<file path="config.mk">
export PLATFORM = sky130hd
export DESIGN_NAME = exec_sequencer
export DESIGN_NICKNAME = d
export VERILOG_FILES = /design/src/rtl/exec_sequencer_pkg.sv /design/src/rtl/exec_sequencer_ir_decode.sv /design/src/rtl/exec_sequencer.sv
export SDC_FILE = /design/constraint.sdc
export NUM_CORES = 1
export LEC_CHECK = 0
export ABC_AREA = 1
export BUFFER_PORTS_ARGS = -buffer_cell sky130_fd_sc_hd__buf_2
export CAP_MARGIN = 20
export CORE_MARGIN = 2
export CORE_UTILIZATION = 48
export CTS_BUF_LIST = sky130_fd_sc_hd__clkbuf_4 sky130_fd_sc_hd__clkbuf_8
export DETAILED_ROUTE_END_ITERATION = 10
export PLACE_DENSITY = 0.83
export SLEW_MARGIN = 30
export SYNTH_ARGS = -nofsm -noshare
export SYNTH_HDL_FRONTEND = slang
export SYNTH_SLANG_ARGS = --single-unit
</file>
<file path="constraint.sdc">
create_clock -name clk -period 1.3 [get_ports clk]
set_input_delay 0.13 -clock clk [delete_from_list [all_inputs] [get_ports clk]]
set_output_delay 0.13 -clock clk [all_outputs]
set_load 0.05 [all_outputs]
</file>
<file path="src/rtl/exec_sequencer_pkg.sv">
// Shared state encodings and instruction-word field layout for the execution sequencer.
package exec_sequencer_pkg;

  typedef enum logic [2:0] {
    ST_IDLE   = 3'd0,
    ST_FETCH  = 3'd1,
    ST_DECODE = 3'd2,
    ST_EXEC   = 3'd3,
    ST_MEM    = 3'd4,
    ST_WB     = 3'd5
  } state_t;

  localparam int OPC_HI = 7;
  localparam int OPC_LO = 6;
  localparam int RA0_HI = 5;
  localparam int RA0_LO = 4;
  localparam int RA1_HI = 3;
  localparam int RA1_LO = 2;

  localparam logic [1:0] OPC_ADD = 2'd0;

  typedef struct packed {
    logic [1:0] opcode;
    logic [1:0] ra0;
    logic [1:0] ra1;
  } ir_fields_t;

  function automatic ir_fields_t split_ir(input logic [7:0] ir);
    ir_fields_t f;
    f.opcode = ir[OPC_HI:OPC_LO];
    f.ra0    = ir[RA0_HI:RA0_LO];
    f.ra1    = ir[RA1_HI:RA1_LO];
    return f;
  endfunction

endpackage

</file>
<file path="src/rtl/exec_sequencer_ir_decode.sv">
// Instruction register with field decode; IR[1:0] is carried but has no meaning.
module ir_decode
  import exec_sequencer_pkg::*;
(
  input  logic       clk,
  input  logic       rst,
  input  logic       load,
  input  logic [7:0] instr,
  output logic [1:0] opcode,
  output logic [1:0] ra0,
  output logic [1:0] ra1,
  output logic [3:0] addrs
);

  logic [7:0] ir;
  ir_fields_t fields;
  logic       unused_ir_bits;

  always_ff @(posedge clk or posedge rst) begin
    if (rst) begin
      ir <= 8'h00;
    end else if (load) begin
      ir <= instr;
    end
  end

  assign fields         = split_ir(ir);
  assign opcode         = fields.opcode;
  assign ra0            = fields.ra0;
  assign ra1            = fields.ra1;
  assign addrs          = {fields.ra0, fields.ra1};
  assign unused_ir_bits = ^ir[1:0];

endmodule

</file>
<file path="src/rtl/exec_sequencer.sv">
// Fetch/decode/execute/memory/write-back sequencer driving an external ALU, register file and memory.
// States: IDLE wait run | FETCH instr handshake | DECODE read rf | EXEC alu | MEM data handshake | WB write/pc
module exec_sequencer
  import exec_sequencer_pkg::*;
(
  input  logic       clk,
  input  logic       rst,
  input  logic       run,
  output logic [7:0] pc,
  output logic       instr_req,
  input  logic       instr_ack,
  input  logic [7:0] instr,
  output logic [1:0] rf_ra0,
  output logic [1:0] rf_ra1,
  input  logic [7:0] rf_rd0,
  input  logic [7:0] rf_rd1,
  output logic       rf_we,
  output logic [1:0] rf_wa,
  output logic [7:0] rf_wd,
  output logic [1:0] alu_opcode,
  output logic [3:0] alu_addrs,
  output logic [7:0] alu_din0,
  output logic [7:0] alu_din1,
  input  logic [7:0] alu_dout,
  input  logic       alu_carry,
  input  logic       alu_borrow,
  input  logic       alu_carry_en,
  input  logic       alu_bcf,
  input  logic       alu_mem_write,
  input  logic       alu_mem_read,
  input  logic       alu_toggle,
  output logic       mem_req,
  output logic       mem_we,
  output logic [7:0] mem_addr,
  output logic [7:0] mem_wdata,
  input  logic [7:0] mem_rdata,
  input  logic       mem_ack,
  output logic       carry_flag,
  output logic       toggle_q,
  output logic       busy
);

  state_t     state;
  state_t     state_nxt;
  logic       ir_load;
  logic [1:0] opcode;
  logic [1:0] ra0;
  logic [1:0] ra1;
  logic [3:0] addrs;
  logic [7:0] op0;
  logic [7:0] op1;
  logic [7:0] result;
  logic       take;
  logic       mw;
  logic       mr;

  ir_decode u_ir_decode (
    .clk    (clk),
    .rst    (rst),
    .load   (ir_load),
    .instr  (instr),
    .opcode (opcode),
    .ra0    (ra0),
    .ra1    (ra1),
    .addrs  (addrs)
  );

  always_ff @(posedge clk or posedge rst) begin
    if (rst) begin
      state <= ST_IDLE;
    end else begin
      state <= state_nxt;
    end
  end

  always_comb begin
    state_nxt = state;
    ir_load   = 1'b0;
    instr_req = 1'b0;
    mem_req   = 1'b0;
    mem_we    = 1'b0;
    mem_addr  = 8'h00;
    mem_wdata = 8'h00;
    rf_we     = 1'b0;
    alu_din0  = 8'h00;
    alu_din1  = 8'h00;
    case (state)
      ST_IDLE: begin
        if (run) begin
          state_nxt = ST_FETCH;
        end
      end
      ST_FETCH: begin
        instr_req = 1'b1;
        if (instr_ack) begin
          ir_load   = 1'b1;
          state_nxt = ST_DECODE;
        end
      end
      ST_DECODE: begin
        state_nxt = ST_EXEC;
      end
      ST_EXEC: begin
        alu_din0  = op0;
        alu_din1  = op1;
        state_nxt = (alu_mem_write || alu_mem_read) ? ST_MEM : ST_WB;
      end
      ST_MEM: begin
        mem_req   = 1'b1;
        mem_we    = mw;
        mem_addr  = op0;
        mem_wdata = op1;
        if (mem_ack) begin
          state_nxt = ST_WB;
        end
      end
      ST_WB: begin
        // branches and stores retire without touching the register file
        rf_we     = !take && !mw;
        state_nxt = run ? ST_FETCH : ST_IDLE;
      end
      default: begin
        state_nxt = ST_IDLE;
      end
    endcase
  end

  always_ff @(posedge clk or posedge rst) begin
    if (rst) begin
      pc         <= 8'h00;
      op0        <= 8'h00;
      op1        <= 8'h00;
      result     <= 8'h00;
      take       <= 1'b0;
      mw         <= 1'b0;
      mr         <= 1'b0;
      carry_flag <= 1'b0;
      toggle_q   <= 1'b0;
    end else begin
      case (state)
        ST_DECODE: begin
          op0 <= rf_rd0;
          op1 <= rf_rd1;
        end
        ST_EXEC: begin
          result <= alu_dout;
          take   <= alu_bcf;
          mw     <= alu_mem_write;
          mr     <= alu_mem_read;
          if (alu_carry_en) begin
            carry_flag <= (opcode == OPC_ADD) ? alu_carry : alu_borrow;
          end
          if (alu_toggle) begin
            toggle_q <= !toggle_q;
          end
        end
        ST_MEM: begin
          if (mem_ack && mr) begin
            result <= mem_rdata;
          end
        end
        ST_WB: begin
          pc <= take ? result : pc + 8'd1;
        end
        default: begin
        end
      endcase
    end
  end

  assign rf_ra0     = ra0;
  assign rf_ra1     = ra1;
  assign rf_wa      = ra0;
  assign rf_wd      = result;
  assign alu_opcode = opcode;
  assign alu_addrs  = addrs;
  assign busy       = (state != ST_IDLE);

endmodule

</file>
==> metrics, run 1 <==
critical path peak fanout 7; vias per cell 4.98; grt total ovfl 0; drt first pass iters 4; post-synth top area share 0.474; clock insertion delay at the later pin of the skew report 0.30 ns; layout cell share with drive strength beyond 1 0.501; Final min period 1.55 ns; Die H 75.1 um; worst clock skew 0.00790 ns; Max Cap Violations 0; Reg power frac 0.243; Rows 25; unrepaired setup endpoints after global routing yes; Int Pwr 4890 uW; Area growth syn-to-layout 67.6%; synthesized flop and latch total 46; CTS tree built; most frequent cells in the layout 79 x buf_2, 77 x nand2_1, 39 x dfrtp_1; final hold slack 0.0575 ns; met3 usage 0.0669; CTS buffer count 5; Starting Density 0.507; Worst Setup Start Kind flip-flop; global-route wire length before repair 11,400 um; Max IR drop VDD 1.78 mV; Synth Cell Area 2430 sq um; most crowded layer after global routing met2; n_diodes 0; fin worst setup slack -0.254 ns; leak pwr 0.00210 uW; Total GRT Usage 0.268; Die ar. 5640 sq um; largest net degree at the start of global routing 33; WP data required 1.17 ns; Critical Path Sink Type primary output; combinational power share 0.672; Worst-Margin Slew 0.385 ns; post-placement worst setup slack -0.0257 ns; vias after detailed routing 2,660; Net Sw Frac 0.556; Gate Count Post-Synth 328; clk root buf clkbuf_8; Reg clk slew, reported paths 0.08 ns; H-tree Lvls 2; Synth cell types 27; Synth area leaders dfrtp_1 47%, nand2_1 14%, nor2_1 11%; fmax 0.644 GHz; CTS Buffer Depth 2; DRC 0; Die Span X 75.1 um; Hold WC Path Type in -> reg; DR WL/cell 14.5 um; DRT iter0 DRCs 169; yosys warns 0; core area 4790 sq um; setup tns final -9.75 ns; half-perimeter wire length after placement 4790 um; Crit Path Class reg -> out; pwr/cell area 2710 nW/um^2; clk sinks 46; Nets 519; met2 global-route usage 0.472; Final Power 11,000 uW; NetSw 6120 uW; sequential fraction of the synthesis area 0.474; Slew Viols, Final 0; Setup violations, final 55; vias in the first global route 2,477; Post-Syn Nets 381; Slew HR 0.743; IO Pins 119; commonest non-fill, non-tap cell in the layout buf_2; violated checks setup timing; CP Data Arrival Time 1.42 ns; Routed WL 7730 um; IO Port Bufs 116; GR met1 Demand/Resource 0.309; antenna violations before repair 0; remaining antenna violation count after routing 0; dominant cell type by area after synthesis dfrtp_1; Clk network pwr share 0.084; Avg Synthesized Cell Area 7.40 sq um; gp weighted congestion 0.895; Final period util 1.20; outcome finished with violations; Final Hold Viols 0
-- flip-flops by register name, summed over array words and instances (netlist names) --
register	cells
pc	8
take	1
mw	1
op0	8
op1	8
mr	1
state	3
u_ir_decode.ir	6
toggle_q	1
rf_wd	8
carry_flag	1
-- path summary, 6_finish.rpt --
path / startpoint / end / slack (ns) / depth (start not counted)
worst min-delay path: instr[7] / u_ir_decode.ir[7]$_DFFE_PP0P_ / 0.06 / 3
max in group asynchronous: rst / state[1]$_DFFE_PP0P_ / 0.45 / 4
worst max-delay path: state[0]$_DFFE_PP0P_ / mem_wdata[1] / -0.25 / 5
min in group asynchronous: rst / pc[3]$_DFFE_PP0P_ / 0.35 / 3
worst min register to register: toggle_q$_DFFE_PP0P_ / toggle_q$_DFFE_PP0P_ / 0.48 / 1
worst max register to register: state[0]$_DFFE_PP0P_ / rf_wd[0]$_DFFE_PP0P_ / -0.14 / 9
-- layer usage --
layer  up-vias  part of all wire
li1       1293                 -
met5         -                 0
met2       114              0.54
met4         0             0.025
met3        19             0.064
met1      1234              0.37
-- power groups by stage --
stage	combinational [uW]	sequential [uW]	clock, uW
2_1_floorplan	3800	3820	0
3_3_place_gp	6140	2650	0
4_1_cts	7010	2640	923
3_5_place_dp	6260	2680	0
5_1_grt	7830	2750	993
6_report	7400	2680	929
-- cell families after synthesis --
kind of cell    Yosys count  share of synthesized area
simple gates            197                      0.344
buf+inv                  49                     0.0995
flops                    46                      0.474
compound gates           33                     0.0701
xor+xnor                  2                    0.00722
fa+ha+maj                 1                    0.00515
-- cells in the mapped netlist (all sizes together) --
master   n
nand2   95
nor2    71
dfrtp   46
inv     33
nand3   28
a21oi   21
buf     16
o21ai   10
ha       1
nor3     1
nor3b    1
o21a     1
o31ai    1
or2      1
xnor2    1
xor2     1
-- per-stage QoR --
step	instance area [sq um]	cells	util
after CTS	3920	530	0.820
after detailed placement	3420	513	0.715
final	4070	534	0.850
after global placement	3420	513	0.715
after floorplan	2700	328	-
after global routing	4070	534	0.850
-- final cells by class --
type                            count  area [sq um]
Inverter                           33           141
Sequential cell                    46          1160
Timing Repair Buffer              146          1170
Tap cell                           67          83.8
Clock buffer                        8          91.3
Multi-Input combinational cell    234          1420
Fill cell                         280           717
-- worst max-delay path, stage by stage, from the launching register on --
cell     delay (ns)
dfrtp_2        0.45
nor2_4         0.15
nand2_4        0.11
buf_16         0.17
nor2_4         0.09
buf_8          0.15
-- repair_timing --
item / in CTS / in global routing
cloned: 2 / 0
setup endpoints to repair: 47 / 66
buffers inserted: 7 / 5
resized for setup: 97 / 36
pin swaps: 6 / 6
endpoints found under the hold margin: 16 / 0
hold buffers: 1 / 0
(Power assumes the default switching activity.)
==> inputs of run 2 (changes only) <==
--- a/config.mk
+++ b/config.mk
@@ -8,6 +8,7 @@
 export ABC_AREA = 1
 export BUFFER_PORTS_ARGS = -buffer_cell sky130_fd_sc_hd__buf_2
 export CAP_MARGIN = 20
+export CORE_ASPECT_RATIO = 0.6
 export CORE_MARGIN = 2
 export CORE_UTILIZATION = 48
 export CTS_BUF_LIST = sky130_fd_sc_hd__clkbuf_4 sky130_fd_sc_hd__clkbuf_8
==> metrics, run 2 (synthesized netlist as in run 1, its figures left out) <==
CTS Buffer Depth 2; Filler cells 188; critical path peak fanout 4; Starting Density 0.516; Slew Viols, Final 0; grt total ovfl 0; CTS tree built; Routed WL 11,100 um; Area growth syn-to-layout 79.4%; Die H 59.1 um; Die ar. 5660 sq um; leak pwr 0.00225 uW; Setup violations, final 81; worst path cell trace inv_2, nand3_4, buf_4, buf_4, buf_4, nor2_2, nand3_1, o21a_1; Critical Path Sink Type flip-flop; n_diodes 0; FF+latch area 1160 sq um; CP dominant cell by count buf_4; most frequent cells in the layout 85 x nand2_1, 79 x buf_2, 44 x buf_6; DP Area 3440 sq um; Post-Layout Inst Area 4350 sq um; DR WL/cell 20.3 um; global-route wire length before repair 12,900 um; unrepaired setup endpoints after global routing yes; Hold WC Path Type in -> reg; Die Span X 95.8 um; remaining antenna violation count after routing 0; worst clock skew 0.0181 ns; area of the multi-input gates 1470 sq um; Worst-Margin Slew 0.435 ns; post-placement worst setup slack -0.0585 ns; WP data required 1.49 ns; antenna violations before repair 0; Final min period 1.63 ns; IO Pins 119; CTS buffer count 5; IO Port Bufs 116; vias in the first global route 2,727; Largest stage delay, worst path 0.44 ns; Crit Path Class reg -> reg; commonest non-fill, non-tap cell in the layout nand2_1; Max IR drop VDD 1.53 mV; Slew HR 0.710; CP Data Arrival Time 1.82 ns; fin worst setup slack -0.333 ns; Nets 535; vias per cell 5.85; Final Hold Viols 0; CP max stage cell dfrtp_1; r2r startpoint state[2]$_DFFE_PP0P_; clk sinks 46; H-tree Lvls 2; core area 4710 sq um; Rows 19; min-delay src alu_bcf; largest net degree at the start of global routing 47; layout cell share with drive strength beyond 1 0.516; half-perimeter wire length after placement 5250 um; Worst Setup Start Kind flip-flop; Final period util 1.26; Critical path origin state[2]$_DFFE_PP0P_; vias after detailed routing 3,194; Reg clk slew, reported paths 0.10 ns; Total GRT Usage 0.301; gp weighted congestion 0.913; clk root buf clkbuf_8; pwr/cell area 2810 nW/um^2; violated checks setup timing; DRC 0; clock insertion delay at the later pin of the skew report 0.31 ns; Max Cap Violations 0; DRT iter0 DRCs 404; drt first pass iters 6; outcome finished with violations; fmax 0.613 GHz
==> run 2: per-stage QoR <==
stage	TNS [ns]	util	power, uW	hold slack (ns)	instances
after floorplan	-2.42	-	7610	0.240	328
after global placement	-0.0115	0.731	8870	0.183	512
after detailed placement	-0.913	0.731	9060	0.182	512
after CTS	-11.20	0.857	10900	0.0553	537
after global routing	-17.78	0.925	12700	0.0862	546
final	-15.47	0.925	12300	0.0564	546
==> run 2: cell type report <==
class	instances	share of cell area
clock buffer	7	0.0207
tap	63	0.0181
multi-input combinational	233	0.337
clock inverter	1	0.00115
timing repair buffer	163	0.321
sequential	46	0.266
inverter	33	0.0359
==> run 2: path summary, 6_finish.rpt <==
| check | to | slack, ns | cells past startpoint |
|---|---|---|---|
| worst max-delay path | carry_flag$_DFFE_PP0P_ | -0.33 | 8 |
| max in group asynchronous | state[0]$_DFFE_PP0P_ | 0.66 | 4 |
| worst max register to register | carry_flag$_DFFE_PP0P_ | -0.33 | 8 |
| worst min-delay path | take$_DFFE_PP0N_ | 0.06 | 3 |
| worst min register to register | toggle_q$_DFFE_PP0P_ | 0.50 | 1 |
| min in group asynchronous | toggle_q$_DFFE_PP0P_ | 0.38 | 4 |
==> run 2: worst max-delay path, delay by kind of cell (launching register included) <==
kind | cells | cell delay [ns]
simple gates | 3 | 0.39
flops | 1 | 0.44
compound gates | 1 | 0.14
buf+inv | 4 | 0.54
==> run 2: repair_timing <==
| item | CTS | global route |
|---|---|---|
| buffers inserted | 14 | 8 |
| endpoints found under the setup margin | 47 | 82 |
| hold endpoints to repair | 46 | 0 |
| gates cloned | 2 | 3 |
| pin swaps | 7 | 19 |
| hold buffers | 1 | 0 |
| gates resized for setup | 104 | 51 |
==> run 2: layer usage <==
| metal | GRT usage | vias to the layer above | part of all wire |
|---|---|---|---|
| met5 | 0 | - | 0 |
| met4 | 0.0714 | 0 | 0.053 |
| met3 | 0.0814 | 80 | 0.13 |
| met2 | 0.496 | 303 | 0.46 |
| met1 | 0.402 | 1490 | 0.35 |
| li1 | - | 1321 | - |
==> run 2: where the power goes <==
| part | internal, uW | switching [uW] |
|---|---|---|
| clock network | 452 | 513 |
| logic | 2740 | 5780 |
| registers | 2130 | 640 |
==> inputs of run 3 (changes only) <==
--- a/config.mk
+++ b/config.mk
@@ -7,7 +7,6 @@
 export LEC_CHECK = 0
 export ABC_AREA = 1
 export BUFFER_PORTS_ARGS = -buffer_cell sky130_fd_sc_hd__buf_2
-export CAP_MARGIN = 20
 export CORE_ASPECT_RATIO = 0.6
 export CORE_MARGIN = 2
 export CORE_UTILIZATION = 48
@@ -18,3 +17,4 @@
 export SYNTH_ARGS = -nofsm -noshare
 export SYNTH_HDL_FRONTEND = slang
 export SYNTH_SLANG_ARGS = --single-unit
+export TNS_END_PERCENT = 1
==> metrics, run 3 (synthesized netlist as in run 1, its figures left out) <==
outcome finished with violations; violated checks setup timing; Worst-Margin Slew 0.272 ns; Largest stage delay, worst path 0.46 ns; Setup violations, final 46; Die ar. 5660 sq um; half-perimeter wire length after placement 5090 um; CP max stage cell dfrtp_2; r2r startpoint state[0]$_DFFE_PP0P_; unrepaired setup endpoints after global routing yes; Hold WC Path Type in -> reg; antenna violations before repair 0; H-tree Lvls 2; grt total ovfl 0; CP Data Arrival Time 1.44 ns; Final period util 1.21; vias in the first global route 2,552; CTS tree built; vias per cell 5.07; Critical Path Sink Type primary output; Starting Density 0.516; Final Hold Viols 0; Total GRT Usage 0.267; pwr/cell area 2750 nW/um^2; worst path cell trace nor2_4, nand2_4, buf_12, nor2_2, buf_6; Filler cells 292; IO Pins 119; Nets 514; n_diodes 0; DRC 0; hold depth 3; CTS Buffer Depth 2; Post-Layout Inst Area 3880 sq um; remaining antenna violation count after routing 0; min-delay src alu_bcf; DR WL/cell 14.2 um; DRT iter0 DRCs 138; Crit Path Class reg -> out; Rows 19; reg2reg end rf_wd[5]$_DFFE_PP0P_; leak pwr 0.00206 uW; clk root buf clkbuf_8; Final min period 1.57 ns; drt first pass iters 5; worst clock skew 0.0146 ns; final hold slack 0.0645 ns; fin worst setup slack -0.272 ns; global-route wire length before repair 11,600 um; Routed WL 7460 um; Max Cap Violations 0; layout cell share with drive strength beyond 1 0.452; most frequent cells in the layout 91 x nand2_1, 79 x buf_2, 42 x dfrtp_1; Die H 59.1 um; clk sinks 46; vias after detailed routing 2,662; largest net degree at the start of global routing 47; clock insertion delay at the later pin of the skew report 0.29 ns; R2R depth 8; Reg clk slew, reported paths 0.09 ns; gp weighted congestion 0.887; IO Port Bufs 116; WP data required 1.17 ns; core area 4710 sq um; commonest non-fill, non-tap cell in the layout nand2_1; Worst Setup Start Kind flip-flop; Hold EP take$_DFFE_PP0N_; CTS buffer count 5; Slew Viols, Final 0; DP Area 3400 sq um; Slew HR 0.818; fmax 0.636 GHz; Area growth syn-to-layout 59.8%; critical path peak fanout 9; Die Span X 95.8 um; Max IR drop VDD 1.61 mV; FF-to-FF setup slack -0.10 ns
## run 3: changes by cell type in the layout (fill, tap and decap cells not counted), moves of 4 or more
| cell | delta |
|---|---|
| buf_4 | -4 |
| buf_6 | -7 |
| buf_8 | -6 |
| nand2_1 | +6 |
| nor2_2 | +5 |
| nor2_4 | -7 |
## run 3: power by group
group,internal [uW],switching [uW],total [uW]
registers,2130,531,2660
clock network,445,442,887
logic,2140,4970,7110
total,4710,5940,10700
## run 3: worst max-delay path: cells and delay by family (launching register included)
| kind | cells | cell delay (ns) |
|---|---|---|
| flops | 1 | 0.46 |
| simple gates | 3 | 0.35 |
| buf+inv | 2 | 0.34 |
## run 3: layer usage
layer | up-vias | global-route usage | part of all wire
li1 | 1273 | - | -
met4 | 0 | 0.0429 | 0.013
met5 | - | 0 | 0
met3 | 14 | 0.0763 | 0.088
met1 | 1248 | 0.337 | 0.41
met2 | 127 | 0.472 | 0.49
## run 3: cell type report
type | instances | area [sq um] | area share
Tap cell | 63 | 78.8 | 0.0203
Clock buffer | 8 | 91.3 | 0.0235
Multi-Input combinational cell | 233 | 1310 | 0.338
Timing Repair Buffer | 142 | 1110 | 0.285
Sequential cell | 46 | 1160 | 0.298
Inverter | 33 | 134 | 0.0345
## run 3: how the worst max path moves through the flow
stage,start,to
floorplan,state[1]$_DFFE_PP0P_,mem_addr[0]
global placement,state[1]$_DFFE_PP0P_,mem_we
detailed placement,state[1]$_DFFE_PP0P_,rf_wd[5]$_DFFE_PP0P_
CTS,state[1]$_DFFE_PP0P_,mem_wdata[7]
global route,state[0]$_DFFE_PP0P_,mem_wdata[0]
finish,state[0]$_DFFE_PP0P_,mem_wdata[0]
## run 3: timing repair
item	CTS	global route
buffers inserted	3	0
endpoints found under the hold margin	46	0
cloned	2	0
pin swaps	4	1
gates resized for setup	85	11
hold buffers	1	0
endpoints found under the setup margin	47	63
## run 3: stage by stage
step	utilization	setup WS [ns]	total power [uW]	instances	TNS (ns)
final	0.824	-0.272	10700	525	-9.04
after global routing	0.824	-0.313	11300	525	-12.10
after CTS	0.817	-0.253	10500	525	-8.98
after detailed placement	0.723	-0.0448	8980	511	-0.526
after global placement	0.723	0.00169	8800	511	0
after floorplan	-	-0.168	7500	328	-4.33
